===== src/rtl/shift_add_mul_ctrl.sv =====
`default_nettype none
// ============================================================================
// Module   : shift_add_mul_ctrl (with helper n_bit_adder)
// Brief    : Sequential unsigned NxN shift-and-add multiplier sharing one
//            ripple-carry adder across N iterations; 2N-bit product.
// Revision : 1.0 - initial release
// ============================================================================

module n_bit_adder #(
    parameter int N = 4
) (
    input  logic [N-1:0] x,
    input  logic [N-1:0] y,
    input  logic         c_in,
    output logic [N-1:0] s,
    output logic         co
);

    logic [N:0] w_carry;

    assign w_carry[0] = c_in;

    generate
        for (genvar i = 0; i < N; i++) begin : g_fa
            assign s[i]           = x[i] ^ y[i] ^ w_carry[i];
            assign w_carry[i + 1] = (x[i] & y[i]) | (w_carry[i] & (x[i] ^ y[i]));
        end
    endgenerate

    assign co = w_carry[N];

endmodule

module shift_add_mul_ctrl #(
    parameter int N = 4
) (
    input  logic           clk,
    input  logic           rst,
    input  logic           start,
    input  logic [N-1:0]   a,
    input  logic [N-1:0]   b,
    output logic           busy,
    output logic           done,
    output logic [2*N-1:0] product
);

    localparam int                 c_CNT_W    = $clog2(N + 1);
    localparam logic [c_CNT_W-1:0] c_CNT_INIT = c_CNT_W'(N);
    localparam logic [c_CNT_W-1:0] c_CNT_LAST = c_CNT_W'(1);
    localparam logic [c_CNT_W-1:0] c_CNT_ONE  = c_CNT_W'(1);

    typedef enum logic [1:0] {
        S_IDLE = 2'd0,
        S_ADD  = 2'd1,
        S_DONE = 2'd2
    } state_t;

    state_t             r_state_q,   w_state_d;
    logic [N-1:0]       r_m_q,       w_m_d;
    logic [N-1:0]       r_acc_q,     w_acc_d;
    logic [N-1:0]       r_q_q,       w_q_d;
    logic [c_CNT_W-1:0] r_cnt_q,     w_cnt_d;
    logic [2*N-1:0]     r_product_q, w_product_d;
    logic               r_busy_q,    w_busy_d;
    logic               r_done_q,    w_done_d;

    logic [N-1:0]       w_y;
    logic [N-1:0]       w_sum;
    logic               w_co;
    logic [2*N-1:0]     w_shift;

    // Gating the operand keeps a single adder on the path instead of a result mux.
    assign w_y = r_m_q & {N{r_q_q[0]}};

    n_bit_adder #(
        .N (N)
    ) u_adder (
        .x    (r_acc_q),
        .y    (w_y),
        .c_in (1'b0),
        .s    (w_sum),
        .co   (w_co)
    );

    // Post-iteration {A,Q}: carry enters the top, Q's LSB falls off the bottom.
    generate
        if (N == 1) begin : g_shift_n1
            assign w_shift = {w_co, w_sum};
        end else begin : g_shift_wide
            assign w_shift = {w_co, w_sum, r_q_q[N-1:1]};
        end
    endgenerate

    always_comb begin
        w_state_d   = r_state_q;
        w_m_d       = r_m_q;
        w_acc_d     = r_acc_q;
        w_q_d       = r_q_q;
        w_cnt_d     = r_cnt_q;
        w_product_d = r_product_q;
        w_busy_d    = 1'b0;
        w_done_d    = 1'b0;
        case (r_state_q)
            S_IDLE: begin
                if (start) begin
                    w_m_d     = a;
                    w_q_d     = b;
                    w_acc_d   = '0;
                    w_cnt_d   = c_CNT_INIT;
                    w_state_d = S_ADD;
                    w_busy_d  = 1'b1;
                end
            end
            S_ADD: begin
                w_acc_d = w_shift[2*N-1:N];
                w_q_d   = w_shift[N-1:0];
                w_cnt_d = r_cnt_q - c_CNT_ONE;
                if (r_cnt_q == c_CNT_LAST) begin
                    w_product_d = w_shift;
                    w_state_d   = S_DONE;
                    w_done_d    = 1'b1;
                end else begin
                    w_busy_d    = 1'b1;
                end
            end
            S_DONE: begin
                w_state_d = S_IDLE;
            end
            default: begin
                w_state_d = S_IDLE;
            end
        endcase
    end

    always_ff @(posedge clk or posedge rst) begin
        if (rst) begin
            r_state_q   <= S_IDLE;
            r_m_q       <= '0;
            r_acc_q     <= '0;
            r_q_q       <= '0;
            r_cnt_q     <= '0;
            r_product_q <= '0;
            r_busy_q    <= 1'b0;
            r_done_q    <= 1'b0;
        end else begin
            r_state_q   <= w_state_d;
            r_m_q       <= w_m_d;
            r_acc_q     <= w_acc_d;
            r_q_q       <= w_q_d;
            r_cnt_q     <= w_cnt_d;
            r_product_q <= w_product_d;
            r_busy_q    <= w_busy_d;
            r_done_q    <= w_done_d;
        end
    end

    assign busy    = r_busy_q;
    assign done    = r_done_q;
    assign product = r_product_q;

endmodule

`default_nettype wire


===== config.mk =====
export PLATFORM = sky130hd
export DESIGN_NAME = shift_add_mul_ctrl
export DESIGN_NICKNAME = d
export VERILOG_FILES = /design/src/rtl/shift_add_mul_ctrl.sv
export SDC_FILE = /design/constraint.sdc
export NUM_CORES = 1
export LEC_CHECK = 0
export ABC_AREA = 1
export CELL_PAD_IN_SITES_DETAIL_PLACEMENT = 2
export CELL_PAD_IN_SITES_GLOBAL_PLACEMENT = 2
export CORE_MARGIN = 10
export CORE_UTILIZATION = 33
export DETAILED_ROUTE_END_ITERATION = 10
export PLACE_DENSITY = 0.8
export SLEW_MARGIN = 20
export SYNTH_ARGS = -nofsm -noshare
export SYNTH_HDL_FRONTEND = slang
export SYNTH_SLANG_ARGS = --single-unit

===== constraint.sdc =====
create_clock -name clk -period 7 [get_ports clk]
set_clock_uncertainty 0.1 [all_clocks]
set_input_delay 1.75 -clock clk [delete_from_list [all_inputs] [get_ports clk]]
set_output_delay 1.75 -clock clk [all_outputs]
set_load 0.005 [all_outputs]

==> results_dict.tcl <==
set metrics [dict create \
    synth_top_area_cell "dfrtp_1" \
    gr-usage-met2 0.187 \
    worstPathArrival_ps 1140 \
    clk_latency_ps 270 \
    drive_gt1_frac 0.0482 \
    h-tree-depth 1 \
    grt_remaining_overflow 0 \
    synthCells 145 \
    crit_slowest_cell "clkdlybuf4s50_1" \
    status "finished, final reports clean" \
    relSlewSlack 0.368 \
    grt.total_usage 0.104 \
    hold_slack_ps 382 \
    busiest_layer "met2" \
    fin_area_um2 1540 \
    startpoint_type "flip-flop" \
    clk_pin_slew_ps 90 \
    hp-class "flip-flop to flip-flop" \
    p_per_area_nw_per_um2 406 \
    ir_drop_v 0.000161 \
    fmax_mhz 334 \
    placed_cells 210 \
    cts_tree "built" \
    worst-path-max-fanout 2 \
    rsz0062_at_grt "no" \
    slowest_delay_ps 510 \
    grt_max_degree 28 \
    vias 1010 \
    synthArstFlopShare 1.00 \
    clock-root-buffer "clkbuf_8" \
    synth_edf_count 0 \
    crit_buf_inv 1 \
    grtUsageMet1 0.124 \
    slew_viol_final 0 \
    core-area_um2 3690 \
    p_leak_nw 0.814 \
    path_delay_family "buffers and inverters" \
    floorplan.rows 22 \
    final_cells 214 \
    cts_sinks 27 \
    worstSetupEndpointType "primary output" \
    crit_cells 1 \
    grt_first_pass_wirelength_um 5530 \
    max-cap-violations 0 \
    wl_per_cell_um 15.3 \
    avgViaCountPerCell 4.72 \
    ys_top_cells_by_area "dfrtp_1 54%, nand2_1 16%, nand3_1 9.9%, fa_1 4.8%, inv_1 4.5%" \
    critPathRequiredTime_ps 5150 \
    first_pass_iters 4 \
    worstHoldStart "product[3]" \
    grt_pass1_vias 1176 \
    avgSynthCellArea_um2 8.69 \
    setup_viol 0 \
    critPathLaunch "product[7]" \
    postRouteAntennaNets 0 \
    min_path_cells 2 \
    ys_ff_latch 27 \
    io_pins 21 \
    drc_errors 0 \
    synth_nets 162 \
    num_antenna_cells 0 \
    die_h_um 81.8 \
    worst_pin_slew_ps 943 \
    hold_viol 0 \
    area_delta_synth_final_pct 22.5 \
    crit_chain "clkdlybuf4s50_1" \
    postCtsResizedCells 0 \
    ys_seq_area_frac 0.536 \
    die_width_um 81.8 \
    start_util 0.342 \
    cts_setup_buffers 0 \
    synth_cell_types 16 \
    critical_path_class "flip-flop to primary output" \
    grt_antenna_before_repair 0 \
    synth_top_cell_area_share 0.536 \
    final.setup.tns_ps 0 \
    port_buffers 20 \
    placed_cell_area_um2 1500 \
    fin_util 0.419 \
    r2r_cells 9 \
    synth-main-ff-cell "dfrtp_1" \
    drt-initial-drc-count 32 \
    hpwlAfterDp_um 2580 \
    synthTopCellsByCount "55 x nand2_1, 27 x dfrtp_1, 25 x nand3_1" \
    die_area_um2 6690 \
    fin_nets 184 \
    yosys_warnings 0 \
    clock_path_buffers 2 \
    r2r-start "r_q_q[0]" \
    layout_min_cycle_time_ps 2990 \
    cts_buffers 3 \
    fin_crit_sh 0.427 \
    yosys.cell_count.top_type "nand2_1" \
    gp_congestion 0.699 \
    globalRouteMet3Util 0.0218 \
    wl_um 3280 \
    syn-cell-area_um2 1260 \
    holdBufCountCts 0 \
]
kinds of logic after synthesis:
logic type	synth area share
flops	0.536
simple gates	0.294
fa+ha+maj	0.0775
compound gates	0.0238
buf+inv	0.0685
state kept, by name, summed over array words and instances (netlist names):
| register | count |
|---|---|
| r_q_q | 4 |
| busy | 1 |
| r_acc_q | 4 |
| r_cnt_q | 3 |
| r_state_q | 2 |
| r_m_q | 4 |
| done | 1 |
| product | 8 |
power breakdown:
group	total, mW	switching (mW)	internal [mW]	leakage (nW)
combinational	0.271	0.161	0.110	0.448
sequential	0.269	0.0491	0.220	0.343
clock	0.0863	0.0456	0.0407	0.0228
layer usage:
layer  vias to the layer above  wire length (um)
li1                        493                 -
met1                       498              1440
met2                        17              1640
met3                         2               178
met4                         0                17
met5                         -                 0
cell type report:
cell class | instances | area (um2)
Tap cell | 48 | 60.1
Fill cell | 430 | 2140
Multi-Input combinational cell | 98 | 498
Inverter | 17 | 65.1
Sequential cell | 27 | 676
Clock buffer | 4 | 45.0
Timing Repair Buffer | 20 | 200
through the flow:
step                total power, mW  setup WS [ps]
floorplan                     0.434           4600
global placement              0.523           3920
detailed placement            0.546           3860
CTS                           0.638           3980
global route                  0.689           3970
finish                        0.627           4010
final timing paths:
check | end | slack [ps]
max in group asynchronous | r_q_q[3] | 4580
hold / removal | product[3] | 380
hold reg to reg | product[3] | 380
setup reg to reg | product[6] | 4510
min in group asynchronous | product[0] | 1780
setup / recovery | product[7] | 4010
cell usage in the layout (no fill, tap or decap), drive strengths merged:
cell           instances
nand2                 58
dfrtp                 27
nand3                 25
clkdlybuf4s50         20
inv                   15
o21ai                  6
clkbuf                 4
fa                     3
ha                     3
nor2                   2
clkinv                 2
nand3b                 1
(Power assumes the default switching activity.)
